--- config.mk ---
export PLATFORM = sky130hd
export DESIGN_NAME = display_ctrl
export DESIGN_NICKNAME = d
export VERILOG_FILES = /design/src/rtl/display_pkg.sv /design/src/rtl/bin2bcd_seq.sv /design/src/rtl/display_ctrl.sv
export SDC_FILE = /design/constraint.sdc
export NUM_CORES = 1
export LEC_CHECK = 0
export BUFFER_PORTS_ARGS = -buffer_cell sky130_fd_sc_hd__buf_4
export CAP_MARGIN = 20
export CORE_MARGIN = 2
export CORE_UTILIZATION = 40
export DETAILED_ROUTE_END_ITERATION = 10
export SLEW_MARGIN = 20
export SYNTH_ARGS = -nofsm -noshare
export SYNTH_HDL_FRONTEND = slang
export SYNTH_SLANG_ARGS = --single-unit
--- constraint.sdc ---
create_clock -name clk -period 3.3 [get_ports clk]
set_clock_uncertainty 0.15 [all_clocks]
set_input_delay 0.33 -clock clk [delete_from_list [all_inputs] [get_ports clk]]
set_output_delay 0.33 -clock clk [all_outputs]
set_load 0.02 [all_outputs]
--- src/rtl/display_pkg.sv ---
// Shared types and constants for the display front-end controller.
// Optional decimal rendering is enabled with the DISP_DEC_EN macro.
package display_pkg;

    typedef enum logic [1:0] {
        SHOW_CPU = 2'd0,
        CONVERT  = 2'd1,
        SHOW_MSG = 2'd2
    } disp_state_e;

    localparam int          DIGITS         = 8;
    localparam logic [31:0] DEC_MAX        = 32'd99_999_999;
    localparam logic [3:0]  OVF_NIBBLE     = 4'hE;
    localparam int          CLK_PER_MS_DEF = 100000;

    // Pattern shown when the value does not fit in eight decimal digits
    function automatic logic [31:0] ovf_word();
        return {DIGITS{OVF_NIBBLE}};
    endfunction

    function automatic logic is_ovf(input logic [31:0] value);
        return value > DEC_MAX;
    endfunction

endpackage

--- src/rtl/bin2bcd_seq.sv ---
// Sequential double-dabble: 32-bit binary to 8 packed BCD digits,
// one shift per cycle. A start while busy reloads and restarts.
module bin2bcd_seq
    import display_pkg::*;
(
    input  logic        clk,
    input  logic        rst,
    input  logic        start,
    input  logic [31:0] value,
    output logic        busy,
    output logic        done,
    output logic [31:0] bcd,
    output logic        ovf
);

    logic [31:0] bin_q;
    logic [31:0] bcd_q;
    logic [31:0] adj;
    logic [4:0]  cnt_q;
    logic        busy_q;
    logic        done_q;
    logic        ovf_q;

    // Add-3 correction on every digit that is 5 or more before each shift
    for (genvar g = 0; g < DIGITS; g++) begin : g_adj
        assign adj[4*g +: 4] = (bcd_q[4*g +: 4] >= 4'd5) ? bcd_q[4*g +: 4] + 4'd3
                                                         : bcd_q[4*g +: 4];
    end

    // Load on start, then 32 shift steps; done pulses after the last one
    always_ff @(posedge clk or negedge rst) begin
        if (!rst) begin
            bin_q  <= '0;
            bcd_q  <= '0;
            cnt_q  <= '0;
            busy_q <= 1'b0;
            done_q <= 1'b0;
            ovf_q  <= 1'b0;
        end else if (start) begin
            bin_q  <= value;
            bcd_q  <= '0;
            cnt_q  <= '0;
            busy_q <= 1'b1;
            done_q <= 1'b0;
            ovf_q  <= is_ovf(value);
        end else if (busy_q) begin
            bcd_q  <= {adj[30:0], bin_q[31]};
            bin_q  <= {bin_q[30:0], 1'b0};
            cnt_q  <= cnt_q + 5'd1;
            done_q <= (cnt_q == 5'd31);
            busy_q <= (cnt_q != 5'd31);
        end else begin
            done_q <= 1'b0;
        end
    end

    assign busy = busy_q;
    assign done = done_q;
    assign bcd  = bcd_q;
    assign ovf  = ovf_q;

endmodule

--- src/rtl/display_ctrl.sv ---
// Front-end for the 8-digit 7-segment scanner: shows the CPU value,
// pre-empted by timed status messages. Define DISP_DEC_EN to add
// decimal rendering of the CPU value through bin2bcd_seq.
module display_ctrl
    import display_pkg::*;
#(
    parameter int CLK_PER_MS = CLK_PER_MS_DEF,
    parameter int HOLD_MS    = 2000
) (
    input  logic        clk,
    input  logic        rst,
    input  logic        cpu_we,
    input  logic [31:0] cpu_wdata,
    input  logic        dec_mode,
    input  logic        msg_valid,
    input  logic [31:0] msg_data,
    output logic        msg_ready,
    output logic [31:0] data_out,
    output logic        busy
);

    localparam int PW = (CLK_PER_MS > 1) ? $clog2(CLK_PER_MS) : 1;
    localparam int MW = (HOLD_MS > 1) ? $clog2(HOLD_MS) : 1;
    localparam logic [PW-1:0] PRESC_MAX = PW'(CLK_PER_MS - 1);
    localparam logic [MW-1:0] MS_LAST   = MW'(HOLD_MS - 1);

    disp_state_e  state_q;
    logic [31:0]  data_q;
    logic [31:0]  cpu_reg_q;
    logic         busy_q;
    logic         dirty_q;
    logic [PW-1:0] presc_q;
    logic [MW-1:0] ms_q;

    logic         hs;
    logic         hold_done;
    logic [31:0]  cpu_cur;

    // Handshake, end-of-hold and freshest CPU value (a same-cycle write wins)
    always_comb begin
        hs        = msg_valid && (state_q == SHOW_CPU);
        hold_done = (state_q == SHOW_MSG) && (presc_q == PRESC_MAX) && (ms_q == MS_LAST);
        cpu_cur   = cpu_we ? cpu_wdata : cpu_reg_q;
    end

`ifdef DISP_DEC_EN
    logic        dec_q;
    logic        dec_rise;
    logic        dec_fall;
    logic        conv_start;
    logic        conv_done;
    logic        conv_ovf;
    logic [31:0] conv_bcd;
    logic        unused_conv_busy;

    // Decide when the converter must (re)load cpu_cur
    always_comb begin
        dec_rise   = dec_mode && !dec_q;
        dec_fall   = !dec_mode && dec_q;
        conv_start = 1'b0;
        case (state_q)
            SHOW_CPU: conv_start = !hs && ((cpu_we && dec_mode) || dec_rise);
            CONVERT:  conv_start = !dec_fall && cpu_we;
            SHOW_MSG: conv_start = hold_done && dec_mode;
            default:  conv_start = 1'b0;
        endcase
    end

    bin2bcd_seq u_bcd (
        .clk   (clk),
        .rst   (rst),
        .start (conv_start),
        .value (cpu_cur),
        .busy  (unused_conv_busy),
        .done  (conv_done),
        .bcd   (conv_bcd),
        .ovf   (conv_ovf)
    );
`else
    logic unused_dec;
    assign unused_dec = dec_mode;
`endif

    // dirty records CPU writes hidden behind a message; kept for debug visibility
    logic unused_dirty;
    assign unused_dirty = dirty_q;

    // Main view FSM with registered data_out / busy
    always_ff @(posedge clk or negedge rst) begin
        if (!rst) begin
            state_q   <= SHOW_CPU;
            data_q    <= '0;
            cpu_reg_q <= '0;
            busy_q    <= 1'b0;
            dirty_q   <= 1'b0;
            presc_q   <= '0;
            ms_q      <= '0;
`ifdef DISP_DEC_EN
            dec_q     <= 1'b0;
`endif
        end else begin
            if (cpu_we) cpu_reg_q <= cpu_wdata;
`ifdef DISP_DEC_EN
            dec_q <= dec_mode;
`endif
            case (state_q)
                SHOW_CPU: begin
                    if (hs) begin
                        data_q  <= msg_data;
                        presc_q <= '0;
                        ms_q    <= '0;
                        state_q <= SHOW_MSG;
                    end
`ifdef DISP_DEC_EN
                    else if (conv_start) begin
                        state_q <= CONVERT;
                        busy_q  <= 1'b1;
                    end
`endif
                    else if (cpu_we) begin
                        data_q <= cpu_wdata;
                    end
`ifdef DISP_DEC_EN
                    // Leaving decimal view: fall back to the hex word
                    else if (dec_fall) begin
                        data_q <= cpu_reg_q;
                    end
`endif
                end
                SHOW_MSG: begin
                    if (cpu_we) dirty_q <= 1'b1;
                    if (hold_done) begin
                        presc_q <= '0;
                        ms_q    <= '0;
                        dirty_q <= 1'b0;
`ifdef DISP_DEC_EN
                        if (dec_mode) begin
                            state_q <= CONVERT;
                            busy_q  <= 1'b1;
                        end else
`endif
                        begin
                            state_q <= SHOW_CPU;
                            data_q  <= cpu_cur;
                        end
                    end else if (presc_q == PRESC_MAX) begin
                        presc_q <= '0;
                        ms_q    <= ms_q + MW'(1);
                    end else begin
                        presc_q <= presc_q + PW'(1);
                    end
                end
`ifdef DISP_DEC_EN
                CONVERT: begin
                    if (dec_fall) begin
                        state_q <= SHOW_CPU;
                        busy_q  <= 1'b0;
                        data_q  <= cpu_cur;
                    end else if (conv_done && !cpu_we) begin
                        state_q <= SHOW_CPU;
                        busy_q  <= 1'b0;
                        data_q  <= conv_ovf ? ovf_word() : conv_bcd;
                    end
                end
`endif
                default: begin
                    state_q <= SHOW_CPU;
                    busy_q  <= 1'b0;
                end
            endcase
        end
    end

    assign msg_ready = (state_q == SHOW_CPU);
    assign data_out  = data_q;
    assign busy      = busy_q;

endmodule
==> run metrics <==
antenna cell count 0; Yosys reg bits 93; 1st-iter DRT viols between 150 and 200; Routed WL between 10,000 and 15,000 um; Lkg Pwr 0.002670 uW; kind of start point of the critical path register; # setup viols final 0; outcome complete, no violations; 1st-pass router iterations 4; total number of vias between 3,000 and 4,000; async set-reset flop share out of synthesis 100.0%; port buffer count 100; Worst Hold Class input pin to register; Cells after Synth around 480; Worst EP arrival between 2 and 3 ns; part of the Yosys area used for sequential elements between 40% and 50%; Die X-Extent roughly 110 um; Max Root-Sink Buffers 2; Final TNS setup 0 ns; CTS tree built; final hold violation count 0; Worst EP required approximately 3.4 ns; setup repair bufs after CTS 0; sequential cell area 2328 um2; core box area roughly 11,000 um2; Final #Nets 635; Post-Syn Nets roughly 550; crit path cell chain ha_1 -> nand4_1 -> or4_1 -> nand2_2 -> o21ai_1 -> a21o_1; ANT nets after route 0; via count of the first global-routing pass 3,778; GP Congestion just over 0.8; layout cells sized above 1 approximately 29%; Slew @ Worst Pin 0.9115 ns; yosys warns 0; Cell Area, Placed approximately 5500 um2; worst setup margin approximately 0.58 ns; Yosys cell types between 50 and 60; critical path's slowest cell or4_1; Worst VDD drop 0.0002645 V; global-route total usage across every layer 18.15%; slew margin rel. ~39%; Reg clk slew, reported paths around 0.070 ns; Root Buffer clkbuf_16; Synth top area share about half; top_reg_cell synth dfrtp_1; Skew-Pair Late Insertion Delay 0.34 ns; # IOs roughly 100; largest net degree at the start of global routing 73; H-tree depth 3; CTS buffer count 9; vias per cell between 5 and 6; cell accounting for the most synthesized area dfrtp_1; FMAX 367.6 MHz; syn_area_per_cell 9.771 um2; wire length per cell 15.61 um; area grow syn2layout 26.01%; Netlist Area Pre-Place 4671 um2; clk sinks 93; Initial Util 40.91%; Multi-input gate area 2193 um2; top area cells in the synthesized netlist dfrtp_1, mux2_2, mux2i_1; Final Critical Period around 2.7 ns; hold slack final between 0.09 and 0.1 ns; RSZ-0062 raised after global routing no; Max Slew Vio Count 0; grt ovf 0; pre-CTS WS 0.6021 ns; Max FO, Critical Path 11; pwr/cell area roughly 550 nW/um2; fin crit share 82.43%; Detailed Place HPWL around 7300 um; full die area around 13,000 um2; Filler cells 1,051; Setup crit end kind register; Die Y approximately 110 um; first-pass GRT wire length around 19,000 um; Post-synth EDFFs 0; critical path class register to register; final non-filler cell area 5886 um2; max-cap viol count 0; initial antenna violation count 0; row cnt 39; Resize count post-CTS 0; max incr delay on CP between 0.8 and 0.9 ns; Residual DRC 0
## cell usage after synthesis (7+ instances only)
cell type,count
o21ai_0,12
nor3_1,7
o21ai_1,40
mux2i_1,32
a31oi_1,7
a21oi_1,38
dfrtp_1,93
nand2_1,55
nand3_1,16
buf_2,7
mux2_2,32
clkbuf_1,19
nor2_1,44
## timing repair
action / 4_1_cts / 5_1_grt
setup endpoints to repair: 0 / 0
hold buffers: 1 / 0
endpoints found under the hold margin: 61 / 0
## routing by layer
layer	vias to the layer above	global-route usage [%]	part of all wire, %
met5	-	0	0
met4	0	6.829	1.6
met3	13	2.646	5.2
met2	102	27.68	44
met1	1834	26.52	49
li1	1879	-	-
## layout make-up
cell class,instances,share of cell area (%)
clock buffers,11,4.294
clock inverters,5,1.403
multi-input cells,348,37.27
flip-flops and latches,93,39.56
repair buffers,107,14.12
well taps,143,3.040
inverters,5,0.3189
## worst paths after layout
kind / from / endpoint / slack, ns / cells after the start
worst max-delay path: presc_q[1] / presc_q[13] / 0.58 / 6
worst min-delay path: cpu_wdata[15] / cpu_reg_q[15] / 0.1 / 2
worst max register to register: presc_q[1] / presc_q[13] / 0.58 / 6
worst min register to register: data_out[17] / data_out[17] / 0.33 / 2
max in group asynchronous: rst / cpu_reg_q[3] / 1.85 / 3
min in group asynchronous: rst / data_out[24] / 0.48 / 2
## per-stage QoR
step / total power (uW) / instances / utilization, %
global placement: 2113 / 695 / 48.52
finish: 3254 / 712 / 51.54
floorplan: 1854 / 478 / -
detailed placement: 2134 / 695 / 48.52
global route: 3427 / 712 / 51.54
CTS: 3288 / 712 / 51.54
## cell usage in the layout (no fill, tap or decap), types with 5 or more instances in the layout
cell | Yosys | layout
a21oi_1 | 38 | 38
nor4_1 | 5 | 5
mux2_2 | 32 | 32
clkbuf_16 | 0 | 9
nor2_1 | 44 | 44
inv_1 | 5 | 5
a31oi_1 | 7 | 7
o21ai_1 | 40 | 40
buf_4 | 1 | 104
o21ai_0 | 12 | 12
dfrtp_1 | 93 | 92
nor3_1 | 7 | 7
nand4_1 | 5 | 5
nand2_1 | 55 | 55
nand3_1 | 16 | 16
mux2i_1 | 32 | 32
## state kept, by name, summed over array words and instances, names as in the netlist
signal	cells
state_q	1
cpu_reg_q	32
ms_q	11
presc_q	17
data_out	32
## kinds of logic (layout without fill, tap and decap cells)
logic type	after synthesis	after routing	share of synthesized area, %
AND/OR/NAND/NOR	156	156	16.07
AO/OA/AOI/OAI	121	121	14.76
flip-flops	93	93	49.83
multiplexers	64	64	14.57
buffers and inverters	37	128	3.402
XOR/XNOR	4	4	0.7502
adder cells (fa/ha/maj)	2	2	0.5357
other	1	1	0.08029
## worst max-delay path: cells and delay by family (launching register included)
family / cells / cell delay [ns]
simple gates: 3 / 1.49
flops: 1 / 0.42
compound gates: 2 / 0.28
fa+ha+maj: 1 / 0.26
## power by group
group	internal, uW	switching, uW	total [uW]	leakage [uW]
Combinational	315	319	634	0.00138
Clock	707	437	1140	0.000166
Sequential	1320	161	1480	0.00112
No activity file was read; power rests on OpenSTA's default activity.
